==> src/rtl/encoder_1553_queued.sv <==
// encoder_1553_queued: FIFO-fed 1553 Manchester word serialiser with sync, parity and optional inter-word gap
module encoder_1553_queued #(
   parameter int DATA_W        = 16,
   parameter int CLKS_PER_HALF = 1,
   parameter int FIFO_DEPTH    = 4,
   parameter int ODD_PARITY    = 1,
   parameter int GAP_HALFBITS  = 0
) (
   input  logic                                  enc_clk,
   input  logic                                  rst,
   input  logic [DATA_W-1:0]                     tx_dword,
   input  logic                                  tx_csw,
   input  logic                                  tx_dw,
   output logic                                  tx_full,
   output logic                                  tx_ovf,
   output logic [$clog2(FIFO_DEPTH+1)-1:0]       tx_level,
   output logic                                  tx_busy,
   output logic                                  tx_data,
   output logic                                  tx_dval,
   output logic                                  tx_word_done
);
   localparam int H  = 2 * (DATA_W + 4);
   localparam int G  = GAP_HALFBITS * CLKS_PER_HALF;
   localparam int HW = $clog2(H);
   localparam int SW = CLKS_PER_HALF > 1 ? $clog2(CLKS_PER_HALF) : 1;
   localparam int GW = G > 1 ? $clog2(G) : 1;
   localparam int PW = $clog2(FIFO_DEPTH);
   localparam int LW = $clog2(FIFO_DEPTH + 1);

   typedef enum logic [1:0] {IDLE, SHIFT, GAP} state_t;

   state_t            state, state_n;
   logic [DATA_W:0]   mem [FIFO_DEPTH];
   logic [PW-1:0]     wr_ptr, rd_ptr;
   logic [LW-1:0]     level_n;
   logic [H-1:0]      sh, frame_new;
   logic [HW-1:0]     hb_cnt;
   logic [SW-1:0]     sub_cnt;
   logic [GW-1:0]     gap_cnt;
   logic [DATA_W:0]   head;
   logic              wr_req, push, pop, not_empty, par;
   logic              half_end, word_end, gap_end;

   assign wr_req    = tx_csw | tx_dw;
   assign not_empty = tx_level != '0;
   assign push      = wr_req & (!tx_full | pop);
   assign level_n   = (push && !pop) ? tx_level + LW'(1) :
                      (!push && pop) ? tx_level - LW'(1) : tx_level;
   assign tx_busy   = (state != IDLE) | not_empty;
   assign head      = mem[rd_ptr];
   assign par       = (^head[DATA_W-1:0]) ^ (ODD_PARITY != 0);
   assign half_end  = sub_cnt == SW'(CLKS_PER_HALF - 1);
   assign word_end  = half_end && hb_cnt == HW'(H - 1);
   assign gap_end   = gap_cnt == GW'(G > 0 ? G - 1 : 0);

   // Frame is built MSB-first so the shifter just emits its top bit
   always_comb begin
      frame_new = '0;
      frame_new[H-1 -: 6] = head[DATA_W] ? 6'b111000 : 6'b000111;
      for (int i = 0; i < DATA_W; i++)
         frame_new[2*i+3 -: 2] = {head[i], ~head[i]};
      frame_new[1:0] = {par, ~par};
   end

   always_comb begin
      state_n = state;
      pop     = 1'b0;
      if (state == IDLE) begin
         pop     = not_empty;
         state_n = not_empty ? SHIFT : IDLE;
      end else if (state == SHIFT && word_end) begin
         pop     = G == 0 && not_empty;
         state_n = G != 0 ? GAP : not_empty ? SHIFT : IDLE;
      end else if (state == GAP && gap_end) begin
         pop     = not_empty;
         state_n = not_empty ? SHIFT : IDLE;
      end
   end

   always_ff @(posedge enc_clk)
      if (push) mem[wr_ptr] <= {tx_csw, tx_dword};

   always_ff @(posedge enc_clk) begin
      if (rst) begin
         state        <= IDLE;
         wr_ptr       <= '0;
         rd_ptr       <= '0;
         tx_level     <= '0;
         tx_full      <= 1'b0;
         tx_ovf       <= 1'b0;
         sh           <= '0;
         hb_cnt       <= '0;
         sub_cnt      <= '0;
         gap_cnt      <= '0;
         tx_data      <= 1'b0;
         tx_dval      <= 1'b0;
         tx_word_done <= 1'b0;
      end else begin
         state        <= state_n;
         wr_ptr       <= push ? wr_ptr + PW'(1) : wr_ptr;
         rd_ptr       <= pop ? rd_ptr + PW'(1) : rd_ptr;
         tx_level     <= level_n;
         tx_full      <= level_n == LW'(FIFO_DEPTH);
         tx_ovf       <= wr_req & ~push;
         sh           <= pop ? frame_new : (state == SHIFT && half_end) ? sh << 1 : sh;
         hb_cnt       <= (pop || state != SHIFT) ? '0 : half_end ? hb_cnt + HW'(1) : hb_cnt;
         sub_cnt      <= (state != SHIFT || half_end) ? '0 : sub_cnt + SW'(1);
         gap_cnt      <= state == GAP ? gap_cnt + GW'(1) : '0;
         tx_data      <= state == SHIFT && sh[H-1];
         tx_dval      <= state == SHIFT;
         tx_word_done <= state == SHIFT && word_end;
      end
   end
endmodule

==> config.mk <==
export PLATFORM = sky130hd
export DESIGN_NAME = encoder_1553_queued
export DESIGN_NICKNAME = d
export VERILOG_FILES = /design/src/rtl/encoder_1553_queued.sv
export SDC_FILE = /design/constraint.sdc
export NUM_CORES = 1
export LEC_CHECK = 0
export ABC_AREA = 0
export CAP_MARGIN = 20
export CORE_MARGIN = 2
export CORE_UTILIZATION = 45
export CTS_CLUSTER_DIAMETER = 40
export CTS_CLUSTER_SIZE = 40
export DETAILED_ROUTE_END_ITERATION = 16
export DONT_BUFFER_PORTS = 1
export HOLD_SLACK_MARGIN = 0.03
export PLACE_DENSITY = 0.59
export SETUP_SLACK_MARGIN = 0.02
export SYNTH_ARGS = -nofsm -noshare
export SYNTH_HDL_FRONTEND = slang
export SYNTH_SLANG_ARGS = --single-unit
==> constraint.sdc <==
create_clock -name enc_clk -period 2.4 [get_ports enc_clk]
set_input_delay 0.72 -clock enc_clk [delete_from_list [all_inputs] [get_ports enc_clk]]
set_output_delay 0.72 -clock enc_clk [all_outputs]
set_load 0.005 [all_outputs]
==> flow_summary_export.csv, run 1 <==
group,metric,value,unit
synth,synth-seq-cells,130,
synth,ys_seq_area_share,62.7,%
cells_and_area,regArea,0.00328,mm^2
cells_and_area,nNetsFinal,443,
routing,drtPass1Iterations,5,
flow_run,maxCapViolations,0,
power_and_ir_drop,ir_worst_vdd,0.773,mV
die,die-width,112,um
synth,syn_area_per_cell,12.8,um^2
routing,antenna_left,0,
setup_path,cp_cell_sequence,"inv_1 > ha_1 > nand2b_1 > or2_2",
setup_path,worstSetupPathType,"reg -> out",
placed_design,placed_area,0.00548,mm^2
cells_and_area,drive_gt1_share,14.0,%
clocking,cts_setup_buffers,0,
sta,fin_crit_sh,95.9,%
sta,fin_skew,0.00974,ns
sta,max_freq,435,MHz
setup_path,max_stage_delay,0.34,ns
routing,drt_iter0_markers,157,
outcome,status,"finished clean",
placed_design,detailed_place_hpwl,5900,um
sta,hold_viol,0,
sta,finalSetupViolCount,0,
synth,netlist_area,0.00524,mm^2
die,initial_core_util,46.1,%
sta,rsz0062_at_grt,"no",
synth,synth_ff_type,"edfxtp_1",
clocking,numCtsBuffers,17,
grt,antenna_found_initial,0,
placed_design,dp_slack,0.195,ns
setup_path,r2r_setup_slack,0.21,ns
sta,period_needed,2.30,ns
cells_and_area,diodes,0,
clocking,htree_levels,4,
placed_design,dp_cells,539,
cells_and_area,areaGrowthSynthToFinish,15.5,%
cells_and_area,finish.utilization,53.2,%
clocking,cts_tree,"built",
setup_path,crit_end,"tx_busy",
placed_design,gp_congestion,0.745,
setup_path,startpoint_type,"flop",
grt,grt_usage,16.4,%
synth,synth_nets,436,
setup_path,worstPathMaxFanout,5,
routing,wl_per_cell,16.3,um
routing,routed_via_density,5.40,
sta,finalSetupTns,0,ns
setup_path,critPathSlowestCell,"dfxtp_1",
clocking,clk_pin_slew,0.06,ns
die,rows,39,
synth,async_flop_share,0,%
clocking,clk-insertion-delay-late,0.42,ns
die,core-area,0.0114,mm^2
synth,synth_edf_count,68,
placed_design,numPortBuffers,0,
power_and_ir_drop,p_leak,2.09,nW
grt,grt_pass1_wl,15500,um
clocking,clockRootBuffer,"clkbuf_16",
die,die-area,0.0125,mm^2
clocking,ctsHoldBuffers,0,
clocking,cts.sinks,130,
cells_and_area,multiInputGateArea,0.00180,mm^2
die,ios,29,
setup_path,r2r_cells,7,
grt,overflow,0,
grt,grt_pass1_vias,3076,
clocking,clockBufferDepth,2,
synth,ys_warn_count,0,
synth,netlist.area_leader.share,39.0,%
sta,drv_slew,0,
setup_path,cp.arrival,1.58,ns
routing,drc_errors,0,
die,die_h,112,um
synth,synthTopCellsByArea,"edfxtp_1, dfxtp_1, nand2_1, mux4_1, mux4_2",
synth,ys_types,41,
routing,drt-total-wl,9330,um
setup_path,required,1.68,ns
routing,via_count,3083,
synth,post_synth_inst_count,408,
hold_path,min_path_type,"in -> reg",
grt,grt_max_degree,52,
sta,setup_slack,0.0989,ns
cells_and_area,layout.cells.non_filler,571,
setup_path,critPathLaunch,"tx_level[0]$_SDFF_PP0_",
setup_path,critPathCaptureType,"output port",
cells_and_area,nFillCells,942,
setup_path,r2r-end,"sh[0]$_SDFFE_PP0P_",
power_and_ir_drop,power_density,1580,mW/mm^2
synth,yosysTopAreaCell,"edfxtp_1",
cells_and_area,finalInstanceArea,0.00605,mm^2
flip-flops by register name, indices dropped and copies added (netlist names), named ones only:
signal	count
tx_level	3
rd_ptr	2
tx_dval	1
tx_word_done	1
state	1
sh	40
sub_cnt	1
tx_data	1
wr_ptr	2
tx_ovf	1
mem	68
hb_cnt	6
tx_full	1
power by group:
group / total (mW) / leakage [nW] / switching, mW / internal [mW]
clock network: 2.47 / 0.279 / 1.02 / 1.45
logic: 3.69 / 0.671 / 2.00 / 1.69
registers: 3.39 / 1.14 / 0.303 / 3.09
metal layers:
| layer | wire length, um | part of all wire (%) | up-vias | global-route usage [%] |
|---|---|---|---|---|
| met5 | 0 | 0 | - | 0 |
| met4 | 197 | 2.1 | 0 | 8.23 |
| met3 | 497 | 5.3 | 15 | 6.64 |
| met2 | 4400 | 47 | 67 | 24.6 |
| met1 | 4230 | 45 | 1490 | 20.5 |
| li1 | - | - | 1511 | - |
worst max-delay path, delay by kind of cell (launching register included):
kind          cells  cell delay [ns]
fa+ha+maj         1             0.21
buf+inv           1             0.13
flops             1             0.34
simple gates      2             0.48
cells in the final DEF (no fill, tap or decap), types with 2 or more instances in the layout:
cell type and count:
mux4_2 9, buf_12 7, a21oi_1 25, a311oi_1 19, xor2_1 3, clkbuf_16 17, clkinv_4 3, nor2b_1 3
nor2_1 36, edfxtp_1 68, nand2_1 62, and2_1 6, xnor2_2 3, inv_1 9, inv_6 7, dfxtp_1 62
o211ai_1 19, and4_1 2, ha_1 8, mux4_1 8, buf_4 6, xnor2_1 19, mux2i_1 3
kinds of logic after synthesis:
logic type	count (synthesis)	synth area share, %
AOI/OAI and AO/OA	71	9.44
xor gates and xnor gates	25	4.61
adders and majority gates	8	1.91
buffers and inverters	34	3.06
muxes	20	8.46
other	1	0.0716
and+or+nand+nor	119	9.75
DFF	130	62.7
metrics by stage:
step | power [mW] | hold slack, ns
CTS | 9.64 | 0.354
global placement | 7.11 | 0.432
finish | 9.55 | 0.370
detailed placement | 7.17 | 0.439
global route | 10.2 | 0.344
floorplan | 6.27 | 0.431
what timing repair did:
item                       in CTS  in global routing
hold endpoints to repair        0                  0
setup endpoints to repair       0                 70
resized for setup               0                  1
worst min path at each step:
stage                                  end                 from  slack (ns)  depth (start not counted)
finish              tx_level[1]$_SDFF_PP0_                  rst        0.37                          1
global route         state[0]$_SDFFE_PP0P_                  rst        0.34                          1
CTS                  state[0]$_SDFFE_PP0P_                  rst        0.35                          1
detailed placement     sh[10]$_SDFFE_PP0P_  sh[10]$_SDFFE_PP0P_        0.44                          2
global placement       sh[18]$_SDFFE_PP0P_  sh[18]$_SDFFE_PP0P_        0.43                          2
floorplan               tx_data$_SDFF_PP0_  sh[39]$_SDFFE_PP0P_        0.43                          1
synthesized netlist by cell type (all sizes together) (7+ instances only):
library cell   n
a21oi         25
a311oi        19
and2           7
buf           11
clkbuf        14
dfxtp         62
edfxtp        68
ha             8
inv            9
mux4          17
nand2         62
nor2          36
o211ai        19
xnor2         22
final cells by class:
type	instances	share of cell area, %
Timing Repair Buffer	13	3.06
Multi-Input combinational cell	244	29.7
Clock buffer	17	7.03
Clock inverter	15	2.40
Sequential cell	130	54.3
Tap cell	143	2.96
Inverter	9	0.558
(Power assumes the default switching activity.)
==> inputs of run 2 (changes only) <==
--- a/config.mk
+++ b/config.mk
@@ -13,6 +13,7 @@
 export CTS_CLUSTER_SIZE = 40
 export DETAILED_ROUTE_END_ITERATION = 16
 export DONT_BUFFER_PORTS = 1
+export GPL_TIMING_DRIVEN = 0
 export HOLD_SLACK_MARGIN = 0.03
 export PLACE_DENSITY = 0.59
 export SETUP_SLACK_MARGIN = 0.02
==> run 2 against run 1 <==
Compared with the run above:
- maximum frequency grew 0.63%
- first-iteration DRC count increased by 46%
- critical endpoint is now sh[0]$_SDFFE_PP0P_
- count of clock-buffer cells in the layout up 2
- clock power increased by 17%
- via count increased by 3.6%
- die area unchanged
- critical path type is now reg -> reg
- largest cell class unchanged
- clock skew is 0.0032 ns lower
- non-clock buffer count is 19 higher
- highest routed layer unchanged
==> flow_summary_export.csv, run 2 (synthesized netlist as in run 1, its figures left out) <==
group,metric,value,unit
cells_and_area,top_regs,"mem: 68 flops, sh: 40 flops, hb_cnt: 6 flops",
routing,routed_via_density,5.41,
cells_and_area,layout.cells.non_filler,590,
setup_path,crit_top_cell,"xnor2_1",
placed_design,gp_congestion,0.793,
power_and_ir_drop,total_power,10.3,mW
setup_path,critPathSlowestCell,"mux4_2",
grt,grt_max_degree,18,
power_and_ir_drop,p_leak,2.18,nW
die,die-width,112,um
setup_path,cp.arrival,2.60,ns
sta,worst_pin_slew,0.624,ns
sta,period_needed,2.29,ns
routing,drtPass1Iterations,5,
routing,drc_errors,0,
power_and_ir_drop,pwr-share-clk,28.1,%
grt,overflow,0,
cells_and_area,largest_register_ffs,68,
setup_path,worstPathMaxFanout,7,
power_and_ir_drop,p_sw,3.52,mW
placed_design,numPortBuffers,0,
cells_and_area,mostFrequentLayoutCells,"edfxtp_1, nand2_1, dfxtp_1",
outcome,status,"finished clean",
power_and_ir_drop,combPwrFrac,39.1,%
placed_design,dp_slack,-0.745,ns
sta,finalSetupTns,0,ns
sta,hold_viol,0,
setup_path,startpoint_type,"flop",
setup_path,required,2.71,ns
grt,antenna_found_initial,0,
power_and_ir_drop,p_int,6.79,mW
setup_path,worstSetupPathType,"reg -> reg",
clocking,numCtsBuffers,17,
sta,drv_slew,0,
sta,finalSetupViolCount,0,
die,die-area,0.0125,mm^2
clocking,clockRootBuffer,"clkbuf_16",
routing,drt_iter0_markers,229,
flow_run,maxCapViolations,0,
clocking,clockBufferDepth,2,
routing,wl_per_cell,17.5,um
sta,setup_slack,0.113,ns
routing,drt-total-wl,10300,um
routing,via_count,3193,
grt,grt_usage,17.7,%
sta,max_freq,437,MHz
cells_and_area,drive_gt1_share,16.8,%
setup_path,max_stage_delay,0.56,ns
die,rows,39,
cells_and_area,nNetsFinal,462,
sta,fin_skew,0.00651,ns
die,core-area,0.0114,mm^2
grt,grt_pass1_wl,16700,um
grt,grt_pass1_vias,3230,
die,die_h,112,um
placed_design,dp_cells,551,
power_and_ir_drop,swShare,34.1,%
cells_and_area,top_register,"mem",
cells_and_area,final_common_cell,"edfxtp_1",
power_and_ir_drop,p_seq_share,32.9,%
sta,slew_headroom,58.4,%
sta,rsz0062_at_grt,"no",
die,initial_core_util,46.1,%
clocking,cts_tree,"built",
clocking,clk-insertion-delay-late,0.42,ns
cells_and_area,finish.utilization,54.7,%
setup_path,critPathCaptureType,"flop",
sta,fin_crit_sh,95.3,%
clocking,htree_levels,4,
cells_and_area,diodes,0,
clocking,cts.sinks,130,
cells_and_area,areaGrowthSynthToFinish,18.9,%
clocking,clk_pin_slew,0.06,ns
routing,antenna_left,0,
power_and_ir_drop,power_density,1660,mW/mm^2
power_and_ir_drop,ir_worst_vdd,0.968,mV
placed_design,detailed_place_hpwl,6580,um
setup_path,cp_cell_sequence,"buf_8 > buf_12 > buf_8 > mux4_2 > xnor2_2 > xnor2_1 > xnor2_1 > xnor2_1 > a32o_2",
hold_path,min_path_type,"in -> reg",
die,ios,29,
run 2: final timing paths:
kind                  startpoint                    to  slack (ns)  cells after the start
max                         flop    sh[0]$_SDFFE_PP0P_        0.11                      9
min                 tx_dword[12]  mem[0][12]$_DFFE_PP_        0.39                      0
max reg2reg                 flop    sh[0]$_SDFFE_PP0P_        0.11                      9
min reg2reg  sh[12]$_SDFFE_PP0P_   sh[12]$_SDFFE_PP0P_        0.45                      2
run 2: critical path, delay by kind of cell, from the launching register on:
| family | cells | cell delay [ns] |
|---|---|---|
| mux | 1 | 0.56 |
| flops | 1 | 0.33 |
| buf+inv | 3 | 0.40 |
| compound gates | 1 | 0.25 |
| xor+xnor | 4 | 0.63 |
run 2: layout make-up:
class / count / area, um^2
fill: 929 / 5150
sequential: 130 / 3280
multi-input combinational: 244 / 1840
clock buffer: 19 / 433
clock inverter: 13 / 233
tap: 143 / 179
buffer: 25 / 145
timing repair buffer: 7 / 72.6
inverter: 9 / 33.8
run 2: timing repair:
item / in CTS / in global routing
resized for setup: 15 / 18
pin swaps: 0 / 7
setup buffers: 0 / 7
hold buffers: 0 / 0
setup endpoints to repair: 88 / 32
run 2: power groups by stage:
stage	Sequential [mW]	Combinational [mW]	Clock (mW)
after floorplan	3.33	2.93	0
after global placement	3.40	3.74	0
after detailed placement	3.42	3.78	0
after CTS	3.38	3.84	2.93
after global routing	3.46	4.44	3.05
final	3.39	4.03	2.90
run 2: metrics by stage:
step                hold WS [ns]  area [um^2]
floorplan                  0.431         5240
global placement           0.438         5420
detailed placement         0.443         5420
CTS                        0.378         6110
global route               0.375         6220
finish                     0.393         6220
run 2: layer usage:
metal  vias to the layer above  wire length, um  global-route usage (%)
met4                         0              185                    9.38
met1                      1558             4590                    23.1
met3                        15              533                    5.77
li1                       1547                -                       -
met5                         -                0                       0
met2                        73             5000                    26.5
==> inputs of run 3 (changes only) <==
--- a/config.mk
+++ b/config.mk
@@ -15,7 +15,7 @@
 export DONT_BUFFER_PORTS = 1
 export GPL_TIMING_DRIVEN = 0
 export HOLD_SLACK_MARGIN = 0.03
-export PLACE_DENSITY = 0.59
+export PLACE_DENSITY = 0.72
 export SETUP_SLACK_MARGIN = 0.02
 export SYNTH_ARGS = -nofsm -noshare
 export SYNTH_HDL_FRONTEND = slang
==> run 3 against run 2 <==
Compared with the run above:
- maximum frequency is 0.49% lower
- die area stayed put
- worst setup slack worse by 0.011 ns
- hold slack better by 0.0011 ns
- sequential power hardly changed
- clock skew is 0.0015 ns lower
- first-iteration DRC count is 21% lower
- design area is 1.7% lower
- combinational power is 4% higher
- highest routed layer unchanged
==> flow_summary_export.csv, run 3 (synthesized netlist as in run 1, its figures left out) <==
group,metric,value,unit
sta,fin_hold_ws,0.394,ns
grt,grt_pass1_vias,3281,
routing,drc_errors,0,
cells_and_area,nNetsFinal,460,
cells_and_area,mostFrequentLayoutCells,"edfxtp_1, dfxtp_1, nand2_1",
grt,grt_pass1_wl,16800,um
routing,routed_via_density,5.68,
grt,overflow,0,
power_and_ir_drop,p_leak,2.14,nW
cells_and_area,final_common_cell,"edfxtp_1",
die,ios,29,
setup_path,cp_cell_sequence,"inv_1 > ha_1 > nand2b_1 > or2_2",
sta,slew_headroom,64.0,%
clocking,clockRootBuffer,"clkbuf_16",
power_and_ir_drop,combPwrFrac,41.9,%
cells_and_area,finalInstanceArea,0.00612,mm^2
setup_path,path_delay_family,"simple AND/OR/NAND/NOR gates",
sta,period_needed,2.30,ns
sta,finalSetupViolCount,0,
setup_path,critPathCaptureType,"output port",
routing,antenna_left,0,
outcome,status,"finished clean",
routing,drt-total-wl,10700,um
power_and_ir_drop,total_power,10.0,mW
cells_and_area,largest_register_ffs,68,
power_and_ir_drop,swShare,36.2,%
sta,fin_skew,0.00503,ns
placed_design,numPortBuffers,0,
clocking,cts.sinks,130,
sta,max_freq,435,MHz
grt,grt_usage,17.4,%
routing,wl_per_cell,18.3,um
flow_run,maxCapViolations,0,
power_and_ir_drop,pwr-share-clk,24.3,%
sta,hold_viol,0,
clocking,cts_tree,"built",
die,rows,39,
power_and_ir_drop,p_int,6.41,mW
clocking,htree_levels,4,
sta,drv_slew,0,
sta,fin_crit_sh,95.8,%
routing,drtPass1Iterations,4,
cells_and_area,drive_gt1_share,17.6,%
die,core-area,0.0114,mm^2
cells_and_area,diodes,0,
setup_path,cp.buffers_inverters,1,
clocking,clockBufferDepth,2,
die,die-area,0.0125,mm^2
die,die-width,112,um
sta,worst_pin_slew,0.541,ns
setup_path,cp.arrival,1.58,ns
clocking,clk_pin_slew,0.06,ns
setup_path,worstSetupPathType,"reg -> out",
placed_design,detailed_place_hpwl,6600,um
clocking,numCtsBuffers,17,
setup_path,worstPathMaxFanout,5,
setup_path,required,1.68,ns
hold_path,min_path_type,"in -> reg",
setup_path,max_stage_delay,0.36,ns
power_and_ir_drop,power_density,1640,mW/mm^2
cells_and_area,top_regs,"mem: 68 flops, sh: 40 flops, hb_cnt: 6 flops",
cells_and_area,areaGrowthSynthToFinish,16.8,%
die,die_h,112,um
power_and_ir_drop,ir_worst_vdd,0.829,mV
clocking,ctsHoldBuffers,0,
routing,via_count,3336,
cells_and_area,nFillCells,905,
setup_path,startpoint_type,"flop",
cells_and_area,top_register,"mem",
setup_path,critPathSlowestCell,"dfxtp_1",
power_and_ir_drop,p_sw,3.63,mW
clocking,clk-insertion-delay-late,0.42,ns
grt,grt_max_degree,18,
placed_design,gp_congestion,0.834,
grt,antenna_found_initial,0,
die,initial_core_util,46.1,%
placed_design,placed_area,0.00542,mm^2
power_and_ir_drop,p_seq_share,33.8,%
sta,rsz0062_at_grt,"no",
routing,drt_iter0_markers,180,
sta,finalSetupTns,0,ns
-- run 3: changes by cell type in the layout (fill, tap and decap cells not counted), moves of 2 or more --
cell | previous run | this run
buf_4 | 6 | 3
clkbuf_1 | 12 | 10
buf_8 | 2 | 0
bufinv_16 | 6 | 2
clkinv_2 | 0 | 4
xnor2_2 | 4 | 9
xnor2_1 | 18 | 13
and2_2 | 0 | 2
-- run 3: routing by layer --
layer | share of wire, % | routed length, um | vias up | track usage (%)
met2 | 52 | 5550 | 96 | 28.5
li1 | - | - | 1557 | -
met3 | 5.1 | 549 | 18 | 5.12
met5 | 0 | 0 | - | 0
met4 | 1.5 | 164 | 0 | 7.82
met1 | 42 | 4450 | 1665 | 21.3
-- run 3: path summary, 6_finish.rpt --
kind / start / to / slack [ns] / depth (start not counted)
max: tx_level[1]$_SDFF_PP0_ / tx_busy / 0.10 / 4
min: tx_dword[15] / mem[2][15]$_DFFE_PP_ / 0.39 / 0
min reg2reg: sh[2]$_SDFFE_PP0P_ / sh[2]$_SDFFE_PP0P_ / 0.46 / 2
max reg2reg: flop / sh[0]$_SDFFE_PP0P_ / 0.14 / 8
-- run 3: final cells by class --
class | count | area (um^2) | share of cell area [%]
flip-flops and latches | 130 | 3280 | 53.7
repair buffers | 2 | 15.0 | 0.245
clock buffers | 17 | 425 | 6.96
plain buffers | 25 | 141 | 2.31
well taps | 143 | 179 | 2.93
inverters | 9 | 33.8 | 0.552
multi-input cells | 247 | 1900 | 31.0
clock inverters | 14 | 141 | 2.31
-- run 3: repair_timing --
action / CTS / global route
buffers inserted: 0 / 2
endpoints found under the setup margin: 88 / 87
pin swaps: 0 / 5
gates resized for setup: 14 / 20
cloned: 0 / 3
endpoints found under the hold margin: 0 / 0
-- run 3: power by group through the flow --
stage                     combinational [mW]  sequential, mW  clock, mW
after floorplan                         2.93            3.33          0
after global placement                  3.63            3.39          0
after detailed placement                3.72            3.43          0
after CTS                               3.83            3.39       2.47
after global routing                    4.55            3.46       2.57
final                                   4.20            3.39       2.44
-- run 3: per-stage QoR --
| step | std cells | utilization, % | setup WS (ns) |
|---|---|---|---|
| final | 587 | 53.8 | 0.102 |
| after detailed placement | 551 | 47.6 | -0.673 |
| after floorplan | 408 | - | 0.0281 |
| after CTS | 582 | 52.9 | 0.0274 |
| after global placement | 551 | 47.6 | -0.601 |
| after global routing | 587 | 53.8 | 0.0170 |
